==> src/rtl/eqn_sweep_ctrl.sv <==
// Self-test sequencer for the 3-input SOP equation circuit: sweeps every input
// vector, captures Y after a settle delay and grades the truth table against EXP_MASK.
module eqn_sweep_ctrl #(
   parameter int unsigned                N_IN     = 3,
   parameter int unsigned                SETTLE   = 2,
   parameter logic [(1 << N_IN) - 1 : 0] EXP_MASK = 'hE0
) (
   input  logic                         clk,
   input  logic                         rst_n,
   input  logic                         start,
   input  logic                         abort,
   output logic [N_IN-1:0]              vec_out,
   input  logic                         y_in,
   output logic                         busy,
   output logic                         done,
   output logic [(1 << N_IN) - 1 : 0]   result,
   output logic                         pass,
   output logic [N_IN-1:0]              fail_idx
);

   localparam int unsigned NV = 1 << N_IN;
   localparam int unsigned CW = (SETTLE > 1) ? $clog2(SETTLE) : 1;

   typedef enum logic [1:0] {IDLE, WAIT, DONE} state_t;

   state_t          state_q, state_d;
   logic [N_IN-1:0] idx_q, idx_d;
   logic [CW-1:0]   cnt_q, cnt_d;
   logic [NV-1:0]   result_q, result_d;
   logic            pass_q, pass_d;
   logic [N_IN-1:0] fail_idx_q, fail_idx_d;

   logic [NV-1:0]   sampled;
   logic [NV-1:0]   diff;
   logic [N_IN-1:0] first_fail;

   always_ff @(posedge clk or negedge rst_n) begin
      if (!rst_n) begin
         state_q    <= IDLE;
         idx_q      <= '0;
         cnt_q      <= '0;
         result_q   <= '0;
         pass_q     <= 1'b0;
         fail_idx_q <= '0;
      end else begin
         state_q    <= state_d;
         idx_q      <= idx_d;
         cnt_q      <= cnt_d;
         result_q   <= result_d;
         pass_q     <= pass_d;
         fail_idx_q <= fail_idx_d;
      end
   end

   always_comb begin
      state_d    = state_q;
      idx_d      = idx_q;
      cnt_d      = cnt_q;
      result_d   = result_q;
      pass_d     = pass_q;
      fail_idx_d = fail_idx_q;

      // Grade the table as it will look once the current Y is folded in.
      sampled        = result_q;
      sampled[idx_q] = y_in;
      diff           = sampled ^ EXP_MASK;
      first_fail     = '0;
      for (int unsigned i = NV; i > 0; i--) begin
         if (diff[i-1]) first_fail = N_IN'(i - 1);
      end

      case (state_q)
         IDLE: begin
            if (start && !abort) begin
               state_d    = WAIT;
               idx_d      = '0;
               cnt_d      = '0;
               result_d   = '0;
               pass_d     = 1'b0;
               fail_idx_d = '0;
            end
         end
         WAIT: begin
            if (abort) begin
               state_d = IDLE;
               idx_d   = '0;
               cnt_d   = '0;
            end else if (cnt_q == CW'(SETTLE - 1)) begin
               cnt_d    = '0;
               result_d = sampled;
               if (idx_q == N_IN'(NV - 1)) begin
                  state_d    = DONE;
                  pass_d     = (sampled == EXP_MASK);
                  fail_idx_d = first_fail;
               end else begin
                  idx_d = idx_q + 1'b1;
               end
            end else begin
               cnt_d = cnt_q + 1'b1;
            end
         end
         DONE: begin
            state_d = IDLE;
            idx_d   = '0;
         end
         default: state_d = IDLE;
      endcase
   end

   assign vec_out  = (state_q == WAIT) ? idx_q : '0;
   assign busy     = (state_q != IDLE);
   assign done     = (state_q == DONE);
   assign result   = result_q;
   assign pass     = pass_q;
   assign fail_idx = fail_idx_q;

endmodule

==> config.mk <==
export PLATFORM = sky130hd
export DESIGN_NAME = eqn_sweep_ctrl
export DESIGN_NICKNAME = d
export VERILOG_FILES = /design/src/rtl/eqn_sweep_ctrl.sv
export SDC_FILE = /design/constraint.sdc
export NUM_CORES = 1
export LEC_CHECK = 0
export CAP_MARGIN = 5
export CORE_ASPECT_RATIO = 1.75
export CORE_MARGIN = 4
export CORE_UTILIZATION = 25
export CTS_CLUSTER_SIZE = 8
export DETAILED_ROUTE_END_ITERATION = 7
export PLACE_DENSITY = 0.53
export SLEW_MARGIN = 0
export SYNTH_ARGS = -nofsm -noshare
export SYNTH_HDL_FRONTEND = slang
export SYNTH_SLANG_ARGS = --single-unit
==> constraint.sdc <==
create_clock -name clk -period 1.8 [get_ports clk]
set_clock_uncertainty 0.05 [all_clocks]
set_input_delay 0.27 -clock clk [delete_from_list [all_inputs] [get_ports clk]]
set_output_delay 0.27 -clock clk [all_outputs]
set_load 0.02 [all_outputs]
# == Word-level counts from Yosys, hierarchy flattened ==
# Index checks and enable logic that the tools add are counted.
# totals
regBits,18
out_inout_bits,17
input_bits,5
elab_cells,72
# op_classes
mux,38
add_sub_neg,2
bitwise_logic,1
reduce_logical,12
order_cmp,2
n_eq_ne,11
# op_table
cell,count
3-bit 2-to-1 mux,16
8-bit 2-to-1 mux,3
8-bit case mux with 2 select lines,1
"3-bit != test, second input constant",3
3-bit case mux with 3 select lines,1
8-bit bitwise mux,1
"8-bit equality test, second input constant",1
2-bit 2-to-1 mux,4
"2-bit != test, second input constant",4
4-bit AND reduction,2
1-bit 2-to-1 mux,7
3-bit case mux with 2 select lines,1
5-bit AND reduction,1
"3-bit by 4-bit < comparator with 1-bit output, second input constant",1
1-bit case mux with 2 select lines,2
2-bit case mux with 2 select lines,1
2-bit nonzero test,2
"3-bit by 1-bit adder with 3-bit output, second input constant",1
1-bit demux with 3-bit select,1
"3-bit equality test, second input constant",1
"3-bit by 1-bit >= comparator with 1-bit output, second input constant",1
3-bit NOT,1
3-bit AND reduction,1
3-bit nonzero test,1
other kinds (7),8

# == Depth between registers and ports, before layout ==
# Gate-level depths: netlist (run 1).
# logic_depth
word_depth,18
ltp_mapped,7
mapped_depth_nobuf,7

# == Least setup slack after synthesis (run 1) ==
# No wires, ideal clock.
# synth_path
path_kind,register to register
startpoint,reg state_q[1]
endpoint,"reg fail_idx_q[2], in the netlist fail_idx[2]"
period_less_slack_ns,1.662
arrival_time_ns,1.536
path_buffers,0
path_stages_with_launch,6
required_ns,1.674
path_slack_ns,0.138
setup_ns,0.076
path_cell_list,dfrtp_1 > or3b_4 > a2111oi_2 > nand2_1 > or2_1 > o21ai_1
# synth_between
elab_chain_len,3
word_cells_on_any_way,9
cone_classes,eq/ne: 5; mux: 1; reduce/logical: 3
# synth_lines
item,line,source
start: declaration,26,"state_t state_q, state_d;"
start signal: assignment,46,state_q <= state_d;
2-bit by 1-bit equality test with 1-bit output or 2-bit zero test (tied branches),72,case (state_q)
2-bit != test (no source line) or 2-bit nonzero test (tied branches),n/a,
5-bit AND reduction (no source line),n/a,
end signal: assignment,51,fail_idx_q <= fail_idx_d;
end: declaration,31,"logic [N_IN-1:0] fail_idx_q, fail_idx_d;"
# Parallel ways exist; a longest one is shown, timed or not.
# A chain may end at the register's enable or synchronous reset.

# == Final worst setup path (run 1) ==
# layout_path
startpoint,reg idx_q[2]
endpoint,"reg fail_idx_q[2], in the netlist fail_idx[2]"
# layout_between
elab_chain_len,18
word_cells_on_any_way,22
cone_classes,order compare: 2; eq/ne: 2; mux: 15; bitwise: 1; reduce/logical: 2
# layout_lines
item,line,source
start: declaration,27,"logic [N_IN-1:0] idx_q, idx_d;"
start signal: assignment,47,idx_q <= idx_d;
3-bit by 4-bit < comparator with 1-bit output (implied by the code) or 3-bit by 1-bit >= comparator with 1-bit output (tied branches),65,sampled[idx_q] = y_in;
1-bit logical AND (implied by the code),65,
1-bit 2-to-1 mux (implied by the code),65,
1-bit demux with 3-bit select,65,
8-bit bitwise mux,65,
3-bit NOT (no source line),n/a,
3-bit 2-to-1 mux (8 in series),69,if (diff[i-1]) first_fail = N_IN'(i - 1);
3-bit 2-to-1 mux,91,if (idx_q == N_IN'(NV - 1)) begin
3-bit 2-to-1 mux,88,end else if (cnt_q == CW'(SETTLE - 1)) begin
3-bit 2-to-1 mux,84,if (abort) begin
3-bit case mux with 2 select lines,72,
# Parallel ways exist; a longest one is shown, timed or not. The select of a mux whose other input is x is not followed.

==> reports/summary.txt, run 1 <==
status - complete, no violations
area leader, netlist - dfrtp_1
startpoint type of the worst setup path - flip-flop
Final Max Slew Viols - 0
Fmax - 562.2 MHz
critical path required time - 1.93 ns
CTS tree - built
Tcrit/Tclk final - 98.81%
WL/cell - 13.95 um
async set or reset register ratio after synthesis - 100.0%
Layout area overhead - 47.43%
Period minus WS final - 1.779 ns
# rows - 33
I/O Buffers - 21
detailed router's first-iteration violation count - 37
vias in the first global route - 1273
largest cells by area after synthesis - dfrtp_1 (38%), o21ai_0 (11%), nor2_1 (5.0%), nor2b_1 (4.7%), nand2_1 (3.5%)
1st-pass router iterations - 4
share of cells above drive strength 1 - 24.62%
area of placed instances - 1638 um^2
Root Buffer - clkbuf_8
PwrDens - 555.3 nW/um^2
Core ar. - 4666 um^2
Final Wtd Congestion - 0.8413
first-pass GRT wire length - 5.878 mm
H-tree depth - 1
FF-to-FF path depth - 5
Compound-Gate Fraction of Synth Area - 25.71%
unique cell type count in the Yosys netlist - 38
synthesized netlist cell count - 146
number of flops mapped to enable cells by yosys - 0
Clock Latency Late Sink - 0.26 ns
CP max stage cell - dfrtp_2
Most used DFF post-synth - dfrtp_1
Lkg Pwr - 0.7354 nW
Worst Setup Path Type - reg2reg
Synth Warn # - 0
RSZ-0062 raised after global routing - true
CP delay by family, top - compound AO/OA/AOI/OAI gates
post-route cell area - 1758 um^2
Peak VDD IR - 0.3151 mV
Die ar. - 5982 um^2
Worst Tran Pin Value - 0.3544 ns
Final nets - 203
sequential cell area fraction in the yosys report - 37.78%
Net Count, Synth - 153
DP Wirelength - 2.556 mm
adder-cell area share of the yosys netlist - 2.099%
post-layout util - 37.68%
final WL - 3.445 mm
grt total ovfl - 0
FILL cells - 495
Data arrival, critical path - 1.91 ns
Max Buffers Root-to-Sink - 2
Antenna diodes - 0
top cells by count, synth - o21ai_0 (26), dfrtp_1 (18), nor2_1 (16)
Crit. End Element - flip-flop
CP bufs+invs - 0
synthesized area - 1192 um^2
crit path max fanout - 8
Top Ports - 22
worst hold path type - in2async
Worst-path clk slew - 0.08 ns
gr usage total - 12.55%
Cell Chain, Critical Path - o31a_1 > a2111oi_4 > nand2_1 > or2_1 > o21ai_1
CTS Buf Count - 3
# clock sinks - 18
residual DRC count - 0
Max-Cap Viols - 0
XOR/XNOR Fraction of Synth Area - 0%
register bit total from synthesis - 18
Final ANT Viol Nets - 0
Final Hold Viols - 0
initial antenna violation count - 0
die height - 99.36 um
most common cell in the netlist - o21ai_0
post-synthesis mux area share - 3.358%
largest family of logic cells by synthesized area - simple AND/OR/NAND/NOR gates
max incr delay on CP - 0.48 ns
final setup violating endpoints - 0
top cell type's share of synthesized area - 37.78%
Via Count - 1260
Initial Util - 25.56%
Post-Synth Simple-Gate Area - 28.33%
DR vias/cell - 5.101
Rel. slew slack - 76.24%
Syn Area/Cell - 8.167 um^2
die width - 60.21 um
FF-to-FF setup slack - 0.02 ns
RR Endpoint - fail_idx[2]
pin count of the biggest net entering global routing - 19
worst flop-to-flop path startpoint - idx_q[2]
## cells in the final DEF (no fill, tap or decap), types with 2 or more instances in the layout
| cell type | synthesis | routed |
|---|---|---|
| dlygate4sd2_1 | 0 | 5 |
| nor3b_1 | 2 | 2 |
| o21a_1 | 2 | 2 |
| and2_1 | 4 | 4 |
| nor2_1 | 16 | 16 |
| buf_4 | 0 | 30 |
| nand3b_1 | 2 | 2 |
| o21ai_0 | 26 | 24 |
| nand3_1 | 5 | 5 |
| nand2_1 | 11 | 10 |
| o21ai_1 | 3 | 5 |
| clkbuf_8 | 0 | 4 |
| dfrtp_2 | 0 | 4 |
| nand2b_1 | 4 | 3 |
| nor2b_1 | 9 | 8 |
| mux2i_1 | 4 | 3 |
| a21oi_1 | 8 | 8 |
| inv_1 | 2 | 2 |
| clkdlybuf4s50_1 | 0 | 16 |
| a31oi_1 | 2 | 2 |
| or2_1 | 2 | 2 |
| dfrtp_1 | 18 | 14 |
## state kept, by name, summed over array words and instances, names as in the netlist
| name | flops |
|---|---|
| state_q | 2 |
| cnt_q | 1 |
| fail_idx | 3 |
| pass | 1 |
| idx_q | 3 |
| result | 8 |
## cells by family after synthesis
logic type	count (synthesis)
and+or+nand+nor	63
AOI/OAI and AO/OA	51
muxes	4
adders and majority gates	2
DFF	18
buffers and inverters	8
## worst max path at each step
stage,slack [ns],cells after the start,startpoint,to
detailed placement,-0.16,6,abort,fail_idx[2]
floorplan,0.14,5,state_q[1],fail_idx[2]
CTS,0.007,5,idx_q[2],fail_idx[2]
global route,-0.05,5,idx_q[2],fail_idx[2]
finish,0.02,5,idx_q[2],fail_idx[2]
global placement,-0.14,6,abort,fail_idx[2]
## power by group
part	switching (mW)	total [mW]	leakage, nW	internal (mW)
combinational	0.103	0.201	0.465	0.0972
sequential	0.0196	0.436	0.242	0.416
clock	0.145	0.339	0.0288	0.194
total	0.268	0.976	0.735	0.708
## metal layers
layer,routed length [um],global-route usage [%]
met1,1343,15.21
met5,0,0
met3,92,0.9091
met4,85,4.778
met2,1923,22.17
## cell type report
class	count	area, um^2	share of cell area [%]
clock buffer	4	55.05	3.132
inverter	2	7.507	0.4270
multi-input combinational	120	745.7	42.42
sequential	18	455.4	25.91
tap	52	65.06	3.701
timing repair buffer	51	429.2	24.41
## worst register-to-register path: cells and delay by family (launching register included)
| kind | cells | cell delay [ns] |
|---|---|---|
| AO/OA/AOI/OAI | 3 | 0.83 |
| flip-flops | 1 | 0.48 |
| AND/OR/NAND/NOR | 2 | 0.35 |
## per-stage QoR
step	cells	hold slack, ns	TNS [ns]	power, mW	setup WS, ns
6_report	247	0.2866	0	0.9762	0.02141
5_1_grt	247	0.3301	-0.08927	1.019	-0.04583
4_1_cts	243	0.3063	0	0.9698	0.006579
3_5_place_dp	239	0.4306	-0.4597	0.6351	-0.1557
3_3_place_gp	239	0.4218	-0.4924	0.6372	-0.1417
2_1_floorplan	146	-0.07559	0	0.5327	0.1377
## timing repair
action	CTS	global route
gates resized for setup	7	11
hold endpoints to repair	0	0
setup endpoints to repair	8	4
buffers inserted	0	4
gates cloned	0	0
pin swaps	0	2
hold buffers	0	0
(Power assumes the default switching activity.)
==> run 2: changes to the inputs <==
HOLD_SLACK_MARGIN = 0.06   (was not set)
PLACE_DENSITY = 0.45   (was 0.53)
==> run 2 against run 1 <==
Combinational power is essentially flat. Final cell count grew 0.81%. First-iteration DRC count shrank 51%. Global-route usage grew 0.79 points. Sequential power is essentially flat. Sequential cell count is the same. Register-to-register slack gained 0.06 ns.
==> reports/summary.txt, run 2 (same netlist as run 1, synthesis figures left out) <==
PwrDens - 551.3 nW/um^2 (-0.71%)
die width - 60.21 um (unchanged)
RSZ-0062 raised after global routing - true
DP Wirelength - 2.841 mm (+11%)
final setup violating endpoints - 0 (unchanged)
Peak VDD IR - 0.3316 mV (+5.2%)
FF-to-FF setup slack - 0.08 ns (+0.06 ns)
Tcrit/Tclk final - 95.75% (-3.1 points)
Worst Tran Pin Value - 0.4501 ns (+0.09572 ns)
commonest non-fill, non-tap cell in the layout - buf_4
Max-Cap Viols - 0 (unchanged)
Max Buffers Root-to-Sink - 2 (unchanged)
Final ANT Viol Nets - 0 (unchanged)
Crit. End Element - flip-flop
Period minus WS final - 1.723 ns (-0.05515 ns)
Final nets - 205 (+0.99%)
# rows - 33 (unchanged)
Via Count - 1247 (-1.0%)
Worst Setup Path Type - reg2reg
grt total ovfl - 0 (unchanged)
Cell Chain, Critical Path - or3b_4 > a2111oi_2 > nand2_1 > or2_1 > o21ai_1
initial antenna violation count - 0 (unchanged)
hold buffer count at cts - 0 (unchanged)
detailed router's first-iteration violation count - 18 (-51%)
Final Wtd Congestion - 0.8372 (-0.49%)
Worst Setup Slack, final - 0.07656 ns (+0.05515 ns)
residual DRC count - 0 (unchanged)
Final Hold Viols - 0 (unchanged)
share of cells above drive strength 1 - 25.38% (+0.77 points)
Logic pwr share - 20.7% (+0.2 points)
Fmax - 580.2 MHz (+3.2%)
Setup WS pre-CTS - -0.1806 ns (-0.02496 ns)
FILL cells - 483 (-2.4%)
Lkg Pwr - 0.7480 nW (+1.7%)
I/O Buffers - 21 (unchanged)
worst hold path type - in2async
Initial Util - 25.56% (unchanged)
1st-pass router iterations - 3 (-1)
WL/cell - 14.41 um (+3.3%)
Worst-path clk slew - 0.07 ns (about the same)
max incr delay on CP - 0.44 ns (-0.04 ns)
first-pass GRT wire length - 6.058 mm (+3.1%)
# clock sinks - 18 (unchanged)
Psw - 265.6 uW (-0.92%)
Clk pwr share - 34.9% (about the same)
Data arrival, critical path - 1.87 ns (-0.04 ns)
CTS Buf Count - 3 (unchanged)
Top Ports - 22 (unchanged)
Clock Latency Late Sink - 0.26 ns (about the same)
Core ar. - 4666 um^2 (unchanged)
Sequential Power Share - 44.4% (-0.3 points)
most frequent cells in the layout - buf_4 (32), o21ai_0 (24), nor2_1 (16), clkdlybuf4s50_1 (16), dfrtp_1 (15)
vias in the first global route - 1304 (+2.4%)
H-tree depth - 1 (unchanged)
Rel. slew slack - 69.76% (-6.5 points)
CTS tree - built
final WL - 3.589 mm (+4.2%)
Die ar. - 5982 um^2 (unchanged)
gr usage total - 13.35% (+0.79 points)
DR vias/cell - 5.008 (-1.8%)
pin count of the biggest net entering global routing - 19 (unchanged)
CP max stage cell - dfrtp_2
Root Buffer - clkbuf_8
critical path required time - 1.94 ns (about the same)
Final Max Slew Viols - 0 (unchanged)
status - complete, no violations
Switching Share - 27.25% (-0.21 points)
Layout area overhead - 48.27%
startpoint type of the worst setup path - flip-flop
Hold Slack - 0.2790 ns (-0.007634 ns)
crit path max fanout - 5 (-3)
max FFs per register - 8 (unchanged)
die height - 99.36 um (unchanged)
Power Internal - 709.1 uW (+0.14%)
Antenna diodes - 0 (unchanged)
## run 2: power by group through the flow
stage	logic [mW]	registers (mW)	clock network, mW
after floorplan	0.0932	0.439	0
after global routing	0.225	0.436	0.367
after global placement	0.197	0.441	0
final	0.202	0.433	0.340
after detailed placement	0.199	0.441	0
after CTS	0.198	0.434	0.348
## run 2: worst max-delay path, delay by kind of cell (launching register included)
family | cells | cell delay (ns)
simple gates | 3 | 0.78
flops | 1 | 0.44
compound gates | 2 | 0.40
## run 2: path summary, 6_finish.rpt
check,startpoint,endpoint,cells past startpoint
max reg2reg,state_q[1],pass,5
min in group clk,fail_idx[2],fail_idx[2],2
max,state_q[1],pass,5
min reg2reg,fail_idx[2],fail_idx[2],2
max in group asynchronous,rst_n,idx_q[2],2
min,rst_n,state_q[0],2
## run 2: area by class of cell
type	count	area, um^2	area share [%]
sequential	18	454.2	25.69
timing repair buffer	53	440.4	24.91
inverter	2	7.507	0.4246
tap	52	65.06	3.680
multi-input combinational	120	745.7	42.18
clock buffer	4	55.05	3.114
## run 2: what timing repair did
action	CTS	global route
pin swaps	0	5
gates resized for setup	7	12
setup buffers	0	5
endpoints found under the setup margin	7	6
## run 2: through the flow
| step | power, mW | util [%] | setup TNS [ns] | cell area, um^2 | std cells |
|---|---|---|---|---|---|
| floorplan | 0.5327 | - | 0 | 1192 | 146 |
| global placement | 0.6384 | 35.26 | -0.7308 | 1645 | 240 |
| detailed placement | 0.6392 | 35.26 | -0.8112 | 1645 | 240 |
| CTS | 0.9797 | 36.39 | 0 | 1698 | 244 |
| global route | 1.028 | 37.89 | -0.05457 | 1768 | 249 |
| finish | 0.9747 | 37.89 | 0 | 1768 | 249 |
## run 2: routing by layer
metal	GRT usage (%)	routed length, um	up-vias
li1	-	-	629
met1	13.44	1329	589
met2	24.83	2034	21
met3	1.429	116	8
met4	7.679	109	0
met5	0	0	-
==> run 3: changes to the inputs <==
ABC_AREA = 1   (was not set)
GPL_TIMING_DRIVEN = 0   (was not set)
PLACE_DENSITY = 0.46   (was 0.45)
==> run 3 against run 2 <==
Register-to-register slack improved by 0.06 ns. Largest cell class unchanged. Non-clock buffer count fell by 30. Global-route usage shrank 2.5 points.
==> reports/summary.txt, run 3 <==
status - complete, no violations
Die ar. - 5216 um^2 (-13%)
Initial Util - 26.19% (+0.63 points)
Peak VDD IR - 0.6343 mV (+91%)
vias in the first global route - 997 (-24%)
Clock Latency Late Sink - 0.25 ns (about the same)
register bit total from synthesis - 18 (unchanged)
first-pass GRT wire length - 4.436 mm (-27%)
die height - 92.59 um (-6.8%)
I/O Buffers - 21 (unchanged)
Syn Area/Cell - 7.407 um^2 (-9.3%)
Tcrit/Tclk final - 92.80% (-2.9 points)
RR Endpoint - idx_q[0]
Rel. slew slack - 43.22% (-27 points)
crit path max fanout - 7 (+2)
pin count of the biggest net entering global routing - 19 (unchanged)
H-tree depth - 1 (unchanged)
async set or reset register ratio after synthesis - 100.0% (unchanged)
initial antenna violation count - 0 (unchanged)
FF-to-FF setup slack - 0.14 ns (+0.06 ns)
Cell Chain, Critical Path - clkdlybuf4s50_1 > inv_1 > nand2_1 > nand2_1 > nand2_1 > a21oi_2 > nand2_1 > clkinv_2 > nand2_2 > nor2_1 > nand2_1 > nand2_1
final setup violating endpoints - 0 (unchanged)
DP Wirelength - 2.041 mm (-28%)
1st-pass router iterations - 4 (+1)
Setup WS pre-CTS - -0.2149 ns (-0.03426 ns)
Antenna diodes - 0 (unchanged)
Period minus WS final - 1.670 ns (-0.05298 ns)
critical path required time - 1.89 ns (-0.05 ns)
register area - 452.9 um^2 (-0.28%)
final WL - 2.584 mm (-28%)
DP Cell Count - 207 (-14%)
GRT met3 Usage - 2.092% (+0.66 points)
Layout area overhead - 32.56%
synthesized netlist cell count - 138 (-5.5%)
RSZ-0062 raised after global routing - true
commonest non-fill, non-tap cell in the layout - nand2_1
sequential cell area fraction in the yosys report - 44.06% (+6.3 points)
Data arrival, critical path - 1.76 ns (-0.11 ns)
cell mode on critical path - nand2_1
CTS tree - built
Final Wtd Congestion - 0.8427 (+0.66%)
Top Ports - 22 (unchanged)
fin cells - 211 (-15%)
WL/cell - 12.25 um (-15%)
Final Hold Viols - 0 (unchanged)
Synth Warn # - 0 (unchanged)
synthesized area - 1022 um^2 (-14%)
startpoint type of the worst setup path - input port
share of cells above drive strength 1 - 14.11% (-11 points)
Most used DFF post-synth - dfrtp_1
number of flops mapped to enable cells by yosys - 0 (unchanged)
residual DRC count - 0 (unchanged)
FILL cells - 438 (-9.3%)
Worst-path clk slew - 0.07 ns (about the same)
area leader, netlist - dfrtp_1
Worst Tran Pin Value - 0.8490 ns (+0.3989 ns)
max incr delay on CP - 0.56 ns (+0.12 ns)
met2 global-route usage - 20.12% (-4.7 points)
Max Buffers Root-to-Sink - 2 (unchanged)
area of the multi-input gates - 496.7 um^2 (-33%)
CTS Buf Count - 3 (unchanged)
worst setup path endpoint - fail_idx[0]
Net Count, Synth - 145 (-5.2%)
top cell type's share of synthesized area - 44.06% (+6.3 points)
Fmax - 598.6 MHz (+3.2%)
Lkg Pwr - 0.6560 nW (-12%)
GRT Max-Usage Layer - met2
FF-to-FF path depth - 6 (+1)
Crit. End Element - flip-flop
PwrDens - 1312 nW/um^2 (+140%)
Final Max Slew Viols - 0 (unchanged)
CP max stage cell - clkdlybuf4s50_1
Root Buffer - clkbuf_8
# clock sinks - 18 (unchanged)
# rows - 30 (-9.1%)
detailed router's first-iteration violation count - 17 (-1)
most frequent cells in the layout - nand2_1 (39), inv_1 (19), dfrtp_1 (16), clkdlybuf4s50_1 (16), nor2_1 (12)
Max-Cap Viols - 0 (unchanged)
most common cell in the netlist - nand2_1
Hold Slack - 0.4375 ns (+0.1585 ns)
DR vias/cell - 4.602 (-8.1%)
largest cells by area after synthesis - dfrtp_1 (44%), nand2_1 (14%), inv_1 (7.3%), nand3_1 (5.4%), o21ai_0 (5.4%)
Worst Setup SP - abort
Final nets - 171 (-17%)
Post-Synth Simple-Gate Area - 29.50% (+1.2 points)
largest family of logic cells by synthesized area - simple AND/OR/NAND/NOR gates
worst hold path type - reg2reg
top cells by count, synth - nand2_1 (39), inv_1 (20), dfrtp_1 (18)
unique cell type count in the Yosys netlist - 21 (-45%)
Via Count - 971 (-22%)
max FFs per register - 8 (unchanged)
XOR/XNOR Fraction of Synth Area - 0% (unchanged)
met1 usage - 11.46% (-2.0 points)
Final ANT Viol Nets - 0 (unchanged)
Compound-Gate Fraction of Synth Area - 14.81% (-11 points)
post-synthesis mux area share - 0% (-3.4 points)
worst flop-to-flop path startpoint - idx_q[0]
grt total ovfl - 0 (unchanged)
Worst Setup Slack, final - 0.1295 ns (+0.05298 ns)
Core ar. - 3904 um^2 (-16%)
Worst Setup Path Type - in2reg
die width - 56.34 um (-6.4%)
adder-cell area share of the yosys netlist - 2.448% (+0.35 points)
gr usage total - 10.81% (-2.5 points)
run 3: cell count changes after synthesis, sizes merged, moves of 4 or more:
| cell | before | now |
|---|---|---|
| inv | 2 | 21 |
| nand2b | 4 | 0 |
| and2 | 4 | 0 |
| o22ai | 1 | 6 |
| nand3 | 5 | 11 |
| a21oi | 8 | 1 |
| o21ai | 29 | 14 |
| nand2 | 11 | 40 |
| mux2i | 4 | 0 |
| nor2b | 9 | 0 |
run 3: metrics by stage:
stage / util [%] / instance area, um^2 / total power [mW] / setup TNS [ns]
floorplan: - / 1022 / 1.156 / 0
global placement: 33.11 / 1292 / 1.435 / -0.8235
detailed placement: 33.11 / 1292 / 1.440 / -0.8071
CTS: 34.46 / 1345 / 1.767 / 0
global route: 34.71 / 1355 / 1.936 / -0.02245
finish: 34.71 / 1355 / 1.778 / 0
run 3: critical path: cells and delay by family:
| kind | cells | cell delay [ns] |
|---|---|---|
| buffers and inverters | 3 | 0.79 |
| and+or+nand+nor | 8 | 0.66 |
| AOI/OAI and AO/OA | 1 | 0.04 |
run 3: worst min path at each step:
stage                     start           to  slack, ns  cells past startpoint
floorplan                 rst_n        cnt_q      -0.08                      0
global placement           pass         pass       0.42                      2
detailed placement         pass         pass       0.42                      2
CTS                        pass         pass       0.45                      2
global route        fail_idx[2]  fail_idx[2]       0.48                      2
finish              fail_idx[0]  fail_idx[0]       0.44                      2
run 3: cells by family (layout without fill, tap and decap cells):
kind of cell	after synthesis	after routing
DFF	18	18
and+or+nand+nor	70	70
AOI/OAI and AO/OA	24	24
adders and majority gates	2	2
buffers and inverters	24	49
run 3: metal layers:
metal,vias up,share of wire [%]
li1,496,-
met1,455,41
met2,14,54
met3,6,3.0
met4,0,1.8
met5,-,0
run 3: where the power goes:
group | switching [mW] | internal, mW
Clock | 0.138 | 0.194
Sequential | 0.0721 | 0.482
Combinational | 0.586 | 0.305
Total | 0.797 | 0.981
run 3: final cells by class:
| cell class | count | share of cell area, % |
|---|---|---|
| timing repair buffer | 21 | 14.50 |
| multi-input combinational | 96 | 36.66 |
| tap | 48 | 4.432 |
| buffer | 2 | 0.7387 |
| clock buffer | 4 | 4.063 |
| inverter | 22 | 6.187 |
| sequential | 18 | 33.43 |
run 3: repair_timing:
item / CTS / global route
endpoints found under the setup margin: 5 / 10
buffers inserted: 0 / 0
resized for setup: 6 / 19
hold buffers: 0 / 0
